$ cat src/rtl/uart_pkg.sv
// rtl/uart_pkg.sv - shared UART state encoding and baud/counter sizing helpers
//   No ports. Imported by uart_rx (and uart_tx) so both halves agree on
//   timing arithmetic and FSM encoding.
package uart_pkg;

  typedef enum logic [2:0] {
    S_IDLE  = 3'd0,
    S_START = 3'd1,
    S_DATA  = 3'd2,
    S_STOP  = 3'd3,
    S_BRK   = 3'd4
  } uart_state_e;

  // Clocks per bit on the line.
  function automatic int baud_div(input int clk_rate, input int baud);
    return clk_rate / baud;
  endfunction

  // Offset from start-edge detection to the middle of the start bit.
  function automatic int half_div(input int clk_rate, input int baud);
    return baud_div(clk_rate, baud) / 2;
  endfunction

  function automatic int baud_cnt_w(input int div);
    return $clog2(div) + 1;
  endfunction

  function automatic int bit_cnt_w(input int word_len);
    return $clog2(word_len + 1);
  endfunction

endpackage

$ cat src/rtl/uart_rx_if.sv
// rtl/uart_rx_if.sv - received-character stream and status pulses of uart_rx
//   rx_data/rx_data_valid/rx_data_ready : byte handshake (master = receiver)
//   frame_err/overrun                   : single-cycle status pulses
interface uart_rx_if #(
  parameter int Word_len = 8
);
  logic [Word_len-1:0] rx_data;
  logic                rx_data_valid;
  logic                rx_data_ready;
  logic                frame_err;
  logic                overrun;

  modport master (
    output rx_data, rx_data_valid, frame_err, overrun,
    input  rx_data_ready
  );

  modport slave (
    input  rx_data, rx_data_valid, frame_err, overrun,
    output rx_data_ready
  );
endinterface

$ cat src/rtl/uart_sync2.sv
// rtl/uart_sync2.sv - two-flop synchronizer for an idle-high async input
//   clk, rst : clock, synchronous active-high reset
//   d_i      : asynchronous input
//   q_o      : synchronized output (resets to 1, the idle line level)
module uart_sync2 (
  input  logic clk,
  input  logic rst,
  input  logic d_i,
  output logic q_o
);
  logic meta_q;
  logic sync_q;

  always_ff @(posedge clk) begin
    if (rst) begin
      meta_q <= 1'b1;
      sync_q <= 1'b1;
    end else begin
      meta_q <= d_i;
      sync_q <= meta_q;
    end
  end

  assign q_o = sync_q;
endmodule

$ cat src/rtl/uart_rx.sv
// rtl/uart_rx.sv - 8N1 (parameterisable) UART receiver with byte handshake
//   clk, rst : clock, synchronous active-high reset
//   Uart_rx  : asynchronous serial line, idle high, LSB first
//   rx       : uart_rx_if.master - rx_data/valid/ready, frame_err, overrun
module uart_rx
  import uart_pkg::*;
#(
  parameter int clk_rate = 100000000,
  parameter int Baud     = 115200,
  parameter int Word_len = 8
) (
  input  logic      clk,
  input  logic      rst,
  input  logic      Uart_rx,
  uart_rx_if.master rx
);
  localparam int BaudDiv = baud_div(clk_rate, Baud);
  localparam int Half    = half_div(clk_rate, Baud);
  localparam int BcW     = baud_cnt_w(BaudDiv);
  localparam int BitW    = bit_cnt_w(Word_len);

  localparam logic [BcW-1:0]  BaudLast = BcW'(BaudDiv - 1);
  localparam logic [BcW-1:0]  HalfLast = BcW'(Half - 1);
  localparam logic [BitW-1:0] BitLast  = BitW'(Word_len - 1);

  logic rx_s;

  uart_sync2 u_sync (
    .clk (clk),
    .rst (rst),
    .d_i (Uart_rx),
    .q_o (rx_s)
  );

  uart_state_e         state_q, state_d;
  logic [BcW-1:0]      baud_cnt_q, baud_cnt_d;
  logic [BitW-1:0]     bit_cnt_q, bit_cnt_d;
  logic [Word_len-1:0] shift_q, shift_d;
  logic                armed_q, armed_d;
  logic [1:0]          settle_q, settle_d;
  logic [Word_len-1:0] data_q, data_d;
  logic                valid_q, valid_d;
  logic                fe_q, fe_d;
  logic                ov_q, ov_d;
  logic                done;
  logic                settled;

  // The synchronizer leaves reset reading "idle"; those first two rx_s
  // samples are not the line, so they must not arm the start detector.
  assign settled = (settle_q == 2'd2);

  always_comb begin
    state_d    = state_q;
    baud_cnt_d = baud_cnt_q;
    bit_cnt_d  = bit_cnt_q;
    shift_d    = shift_q;
    armed_d    = armed_q;
    settle_d   = settle_q;
    data_d     = data_q;
    valid_d    = valid_q;
    fe_d       = 1'b0;
    ov_d       = 1'b0;
    done       = 1'b0;

    if (!settled) settle_d = settle_q + 2'd1;
    if (valid_q && rx.rx_data_ready) valid_d = 1'b0;

    case (state_q)
      S_IDLE: begin
        baud_cnt_d = '0;
        bit_cnt_d  = '0;
        if (settled && rx_s) armed_d = 1'b1;
        if (armed_q && !rx_s) begin
          armed_d = 1'b0;
          state_d = S_START;
        end
      end
      S_START: begin
        if (baud_cnt_q == HalfLast) begin
          baud_cnt_d = '0;
          state_d    = rx_s ? S_IDLE : S_DATA;
        end else begin
          baud_cnt_d = baud_cnt_q + BcW'(1);
        end
      end
      S_DATA: begin
        if (baud_cnt_q == BaudLast) begin
          baud_cnt_d = '0;
          shift_d    = {rx_s, shift_q[Word_len-1:1]};
          if (bit_cnt_q == BitLast) begin
            bit_cnt_d = '0;
            state_d   = S_STOP;
          end else begin
            bit_cnt_d = bit_cnt_q + BitW'(1);
          end
        end else begin
          baud_cnt_d = baud_cnt_q + BcW'(1);
        end
      end
      S_STOP: begin
        if (baud_cnt_q == BaudLast) begin
          baud_cnt_d = '0;
          if (rx_s) begin
            // Return to Idle mid-stop-bit to gain resync margin.
            done    = 1'b1;
            state_d = S_IDLE;
          end else begin
            fe_d    = 1'b1;
            state_d = S_BRK;
          end
        end else begin
          baud_cnt_d = baud_cnt_q + BcW'(1);
        end
      end
      S_BRK: begin
        if (rx_s) state_d = S_IDLE;
      end
      default: state_d = S_IDLE;
    endcase

    // A consumer taking the old character in the completion cycle frees
    // the register for the new one; otherwise the new one is dropped.
    if (done) begin
      if (!valid_q || rx.rx_data_ready) begin
        data_d  = shift_q;
        valid_d = 1'b1;
      end else begin
        ov_d = 1'b1;
      end
    end
  end

  always_ff @(posedge clk) begin
    if (rst) begin
      state_q    <= S_IDLE;
      baud_cnt_q <= '0;
      bit_cnt_q  <= '0;
      shift_q    <= '0;
      armed_q    <= 1'b0;
      settle_q   <= 2'd0;
      data_q     <= '0;
      valid_q    <= 1'b0;
      fe_q       <= 1'b0;
      ov_q       <= 1'b0;
    end else begin
      state_q    <= state_d;
      baud_cnt_q <= baud_cnt_d;
      bit_cnt_q  <= bit_cnt_d;
      shift_q    <= shift_d;
      armed_q    <= armed_d;
      settle_q   <= settle_d;
      data_q     <= data_d;
      valid_q    <= valid_d;
      fe_q       <= fe_d;
      ov_q       <= ov_d;
    end
  end

  assign rx.rx_data       = data_q;
  assign rx.rx_data_valid = valid_q;
  assign rx.frame_err     = fe_q;
  assign rx.overrun       = ov_q;
endmodule
$ cat src/flat_wrapper.sv
// flat-port wrapper written by rule: the top's interface ports become plain ports
module uart_rx_flat import uart_pkg::*;
#(
  parameter int clk_rate = 100000000,
  parameter int Baud     = 115200,
  parameter int Word_len = 8
)
  (clk, rst, Uart_rx, rx_rx_data, rx_rx_data_valid, rx_frame_err, rx_overrun, rx_rx_data_ready);
  uart_rx_if #(.Word_len(Word_len)) rx_i ();
  input  logic clk;
  input  logic rst;
  input  logic Uart_rx;
  output wire logic [$bits(rx_i.rx_data)-1:0] rx_rx_data;
  output wire logic [$bits(rx_i.rx_data_valid)-1:0] rx_rx_data_valid;
  output wire logic [$bits(rx_i.frame_err)-1:0] rx_frame_err;
  output wire logic [$bits(rx_i.overrun)-1:0] rx_overrun;
  input wire logic [$bits(rx_i.rx_data_ready)-1:0] rx_rx_data_ready;
  assign rx_rx_data = rx_i.rx_data;
  assign rx_rx_data_valid = rx_i.rx_data_valid;
  assign rx_frame_err = rx_i.frame_err;
  assign rx_overrun = rx_i.overrun;
  assign rx_i.rx_data_ready = rx_rx_data_ready;
  uart_rx #(.clk_rate(clk_rate), .Baud(Baud), .Word_len(Word_len)) u_core (.clk(clk), .rst(rst), .Uart_rx(Uart_rx), .rx(rx_i));
endmodule
$ cat config.mk
export PLATFORM = sky130hd
export DESIGN_NAME = uart_rx_flat
export DESIGN_NICKNAME = d
export VERILOG_FILES = /design/src/rtl/uart_pkg.sv /design/src/rtl/uart_rx_if.sv /design/src/rtl/uart_sync2.sv /design/src/rtl/uart_rx.sv /design/src/flat_wrapper.sv
export SDC_FILE = /design/constraint.sdc
export NUM_CORES = 1
export LEC_CHECK = 0
export CAP_MARGIN = 20
export CORE_ASPECT_RATIO = 0.5
export CORE_MARGIN = 2
export CORE_UTILIZATION = 40
export CTS_BUF_LIST = sky130_fd_sc_hd__clkbuf_4 sky130_fd_sc_hd__clkbuf_8
export DETAILED_ROUTE_END_ITERATION = 7
export RECOVER_POWER = 100
export SLEW_MARGIN = 10
export SYNTH_ARGS = -nofsm -noshare
export SYNTH_HDL_FRONTEND = slang
export SYNTH_SLANG_ARGS = --single-unit
export TNS_END_PERCENT = 100
$ cat constraint.sdc
create_clock -name clk -period 4.4 [get_ports clk]
set_input_delay 0.88 -clock clk [delete_from_list [all_inputs] [get_ports clk]]
set_output_delay 0.88 -clock clk [all_outputs]
set_load 0.05 [all_outputs]
After elaboration in Yosys (flattened, before gate mapping). Cells that the tools add are included.

Input bits: 4. Register bits: 42.

Add/subtract/negate cells: 3. Reductions and logical operators: 18. Eq/ne operators: 14. Bitwise logic cells: 3. Muxes and demuxes: 25.

Operator list (number): $pmux 11 s3 (1); $mux 11 (2); $mux 3 (7); $pmux 3 s5 (1); $add 11x1->11 const B (1); $eq 11x10->1 const B (1); $eq 11x9->1 const B (1); $mux 1 (10); $ne 2x1->1 const B (5); $mux 4 (2); $pmux 4 s2 (1); $reduce_and 2->1 (4); $eq 3x2->1 const B (2); $reduce_and 6->1 (1); $add 4x1->4 const B (1); $eq 4x3->1 const B (1); $reduce_bool 2->1 (2); $reduce_or 2->1 (2); $eq 3x1->1 const B (1); $eq 3x3->1 const B (1); $logic_and 1x1->1 (3); $logic_not 3->1 (1); $not 1->1 (3); $reduce_bool 3->1 (1); other kinds (7) (8).

Depth between registers and ports, before layout.
Word-level depth: 5. Mapped depth: 7. Gate-level depth less buffers: 6.

Modules after synthesis. From an unflattened synthesis, not the netlist that was laid out.

Cell total of the unflattened synthesis: 224. Area total of the unflattened synthesis: 1926.8 µm².

Modules (own cells, without submodules): uart_rx (sequential area each 800.8 µm², area an instance 1874.3 µm², instances 1, cells each 220); uart_sync2 (sequential area each 40.0 µm², area an instance 52.6 µm², instances 1, cells each 4).

Least setup slack after synthesis. No wires, ideal clock.

Path type: register to register. From: register u_core.baud_cnt_q[0]. To: register u_core.bit_cnt_q[3]. Arrival: 2055 ps. Period minus slack after synthesis: 2170 ps. Required time: 4284 ps. Slack: 2230 ps. Stages on the path, launching flop included: 7. Cells stage by stage: dfxtp_1 -> ha_1 -> or3b_1 -> buf_6 -> or4_4 -> a22o_1 -> a31o_1.

Word-level cells in the longest chain between the ends: 3.

Ends and longest elaborated chain: start, declared (RTL line uart_rx.sv:36) `logic [BcW-1:0] baud_cnt_q, baud_cnt_d;`; start signal, assigned (RTL line uart_rx.sv:147) `baud_cnt_q <= baud_cnt_d;`; $eq 11x10->1 (RTL line uart_rx.sv:87) `if (baud_cnt_q == BaudLast) begin`; $ne 2x1->1 (no line); $reduce_and 2->1 (no line); end signal, assigned (RTL line uart_rx.sv:148) `bit_cnt_q <= bit_cnt_d;`; end, declared (RTL line uart_rx.sv:37) `logic [BitW-1:0] bit_cnt_q, bit_cnt_d;`.

No other way between the ends. A chain may end at the register's enable or synchronous reset.

Worst setup path in the final report.
From: register u_core.baud_cnt_q[0]. To: register u_core.data_q[3] (netlist: u_core.rx.rx_data[3]).

Word-level cells in the longest chain between the ends: 4.

Ends and longest elaborated chain: $eq 11x10->1 (RTL line uart_rx.sv:101) `if (baud_cnt_q == BaudLast) begin`; $mux 1 (RTL line uart_rx.sv:101); $mux 1 (RTL line uart_rx.sv:68) `case (state_q)`; $reduce_and 2->1 (no line); end signal, assigned (RTL line uart_rx.sv:152) `data_q <= data_d;`; end, declared (RTL line uart_rx.sv:41) `logic [Word_len-1:0] data_q, data_d;`.

No other way between the ends.

==> summary.txt <==
Synth
  – Seq/Total Area, Yosys: 41.48%
  – Synth area leader: dfxtp_1
  – Synthesized cell area: slightly above 2000 um2
  – Yosys warnings: 0
  – Syn nets: between 200 and 300
  – Top-count cell post-synth: dfxtp_1
  – Post-synth cell types: 49
  – Top post-synthesis cells by area: dfxtp_1, a21oi_1, nand2_1
  – Ys async rst share: 0%
  – Primary FF master, synth: dfxtp_1
  – EDFF count, synth: 0
  – Post-synth top area share: around two fifths
  – Gate Count Post-Synth: about 250
  – Syn Area/Cell: between 8 and 9 um2
  – Top post-synthesis cells by count: dfxtp_1, a21oi_1, nand2_1
  – Register bit total from synthesis: 42

Layout
  – Area growth from synthesis to layout: 12.04%
  – Nets: 260
  – # diodes: 0
  – Share of layout cells above drive strength 1: about 5.9%
  – Core Util, Final: 46.25%
  – Fill cells: just under 500
  – Final non-filler cell total: 323

Placement
  – GP Congestion: roughly 0.79
  – DP HPWL: 2998 um
  – Placed Cells: ~320
  – I/O Buffers: 14

Timing
  – Fmax: ~330 MHz
  – RSZ-0062 raised after global routing: false
  – Pins Over Slew Limit: 0
  – Tmin final: roughly 3 ns
  – Clock Skew: 0.004544 ns
  – Setup-failing EPs final: 0
  – Crit share post-route: around 68%
  – Setup TNS: 0 ns
  – Slew @ Worst Pin: 1.469 ns
  – Max_slew headroom: under 10%
  – Hold Fails Final Rpt: 0

Power and ir drop
  – Worst IR drop on VDD: between 0.0001 and 0.00015 V
  – Logic gate share of total power: roughly 6.7%
  – Sequential share of power: a little over half
  – P_sw: approximately 0.17 mW
  – Net Sw Frac: 22.64%
  – Clock power frac: around two fifths
  – PwrDens: roughly 340 nW/um2
  – LEAKAGE: 0.7588 nW
  – Total power: between 0.7 and 0.8 mW
  – Int Power: between 0.5 and 0.6 mW

Critical path
  – Worst reg-to-reg setup slack: about 1.4 ns
  – CP Depth: 5
  – Reg2Reg Depth: 5
  – Crit path buffers/inverters: 0
  – RR Endpoint: u_core.rx.rx_data[3]
  – Crit path max fanout: 9
  – R2R Path Start: u_core.baud_cnt_q[0]
  – Crit start category: flip-flop
  – Critical path's top delay family: simple AND/OR/NAND/NOR gates
  – Crit path arrival time: 3.21 ns
  – CP endpoint: u_core.rx.rx_data[3]
  – Crit path kind: flip-flop to flip-flop
  – CP max-delay cell: nor4_1
  – Critical path's largest stage delay: around 1.2 ns
  – Crit. End Element: flip-flop
  – Critical Path RT: 4.62 ns
  – Critical path, cell by cell: ha_1, or3b_1, nor4_1, nand3_1, a21oi_1
  – Crit. Startpoint: u_core.baud_cnt_q[0]

Clocking
  – Clock sink count: 42
  – Clk root buf: clkbuf_8
  – Hold-fix buffers, CTS: 0
  – Post-CTS setup buffer count: 0
  – Worst-Skew Late Latency: 0.29 ns
  – Clock tree from TritonCTS: done
  – Num CTS Buffers: 5
  – Bufs on Longest Clock Path: 2
  – Clock transition at path regs: 0.08 ns
  – H-tree levels: 2
  – # resized after CTS: 0

Drt
  – DR iter-0 viols: just over 70
  – Final ANT Viol Nets: 0
  – Vias: 1815
  – Wirelength, routed: around 4400 um
  – First-pass detailed-route iteration total: 5
  – Residual DRC count: 0
  – Post-DR vias/cell: between 5 and 6
  – Routed wire length per instance: 13.61 um

GRT
  – Grt total ovfl: 0
  – Initial antenna violation count: 0
  – Global-route wire length before repair: ~7300 um
  – Largest net degree at the start of global routing: 28
  – Vias in the first global route: 1587
  – Total GRT Usage: between 10% and 20%

Floorplanning
  – Core box area: 4910 um2
  – Die area: approximately 5700 um2
  – Top Ports: 15
  – Die width: about 100 um
  – Die height: 54.34 um
  – Site Rows: 18
  – Starting Density: between 40 and 50%

Hold path
  – HP Class: flip-flop to flip-flop

Run
  – Max cap viols: 1

Run status
  – Failing checks: capacitance limit
  – Status: finished, violations left
==> metal layers <==
metal	track usage (%)	routed length (um)
met5	0	0
met4	3.111	0
met3	5.000	132
met2	29.96	2116
met1	19.08	2149
==> stage by stage <==
step           setup slack, ns  hold slack [ns]  instance area (um2)
2_1_floorplan            2.230           0.3895                 2027
3_3_place_gp             1.852           0.3956                 2180
3_5_place_dp             1.818           0.3985                 2180
4_1_cts                  1.829           0.4169                 2293
5_1_grt                  1.136           0.4206                 2271
6_report                 1.404           0.4150                 2271
==> area by class of cell <==
cell class,count,area [um2],share of cell area (%)
Inverter,8,30.03,1.322
Clock inverter,2,37.54,1.653
Tap cell,70,87.58,3.857
Clock buffer,6,76.32,3.361
Timing Repair Buffer,17,158.9,6.997
Multi-Input combinational cell,178,1040,45.79
Sequential cell,42,840.8,37.02
==> state kept, by name (all words and copies together) (netlist names), 2 cells and up <==
signal and flops:
u_core.settle_q 2, u_core.baud_cnt_q 11, u_core.bit_cnt_q 4, u_core.rx.rx_data 8
u_core.shift_q 8, u_core.state_q 3
==> how the worst min path moves through the flow <==
stage	from	end	slack [ns]	cells after the start
2_1_floorplan	u_core.u_sync.meta_q	u_core.u_sync.q_o	0.39	1
3_3_place_gp	u_core.u_sync.meta_q	u_core.u_sync.q_o	0.40	1
3_5_place_dp	u_core.u_sync.meta_q	u_core.u_sync.q_o	0.40	1
4_1_cts	u_core.u_sync.meta_q	u_core.u_sync.q_o	0.42	1
5_1_grt	u_core.u_sync.meta_q	u_core.u_sync.q_o	0.42	1
6_report	u_core.u_sync.meta_q	u_core.u_sync.q_o	0.41	1
==> placed cells by master (no fill, tap or decap), drive strengths merged, types with 5 or more instances in the layout <==
cell,n
nor2,10
dfxtp,42
or3,5
o21ai,15
a21oi,34
nor3,5
nand2,28
nand3,17
o22ai,5
inv,7
nor4,8
dlygate4sd3,12
clkbuf,7
==> logic make-up after synthesis <==
logic type	synth area share [%]
XOR/XNOR	0.4322
adder cells (fa/ha/maj)	2.469
buffers and inverters	6.296
multiplexers	0.4938
AND/OR/NAND/NOR	26.24
AO/OA/AOI/OAI	22.59
flip-flops	41.48
==> power by group through the flow <==
stage | Clock (mW) | Sequential (mW) | Combinational (mW)
6_report | 0.310 | 0.402 | 0.0512
4_1_cts | 0.320 | 0.401 | 0.0526
3_3_place_gp | 0 | 0.409 | 0.0494
5_1_grt | 0.339 | 0.404 | 0.0614
3_5_place_dp | 0 | 0.410 | 0.0522
2_1_floorplan | 0 | 0.407 | 0.0428
Note: power is estimated with default switching activity, not from simulation.
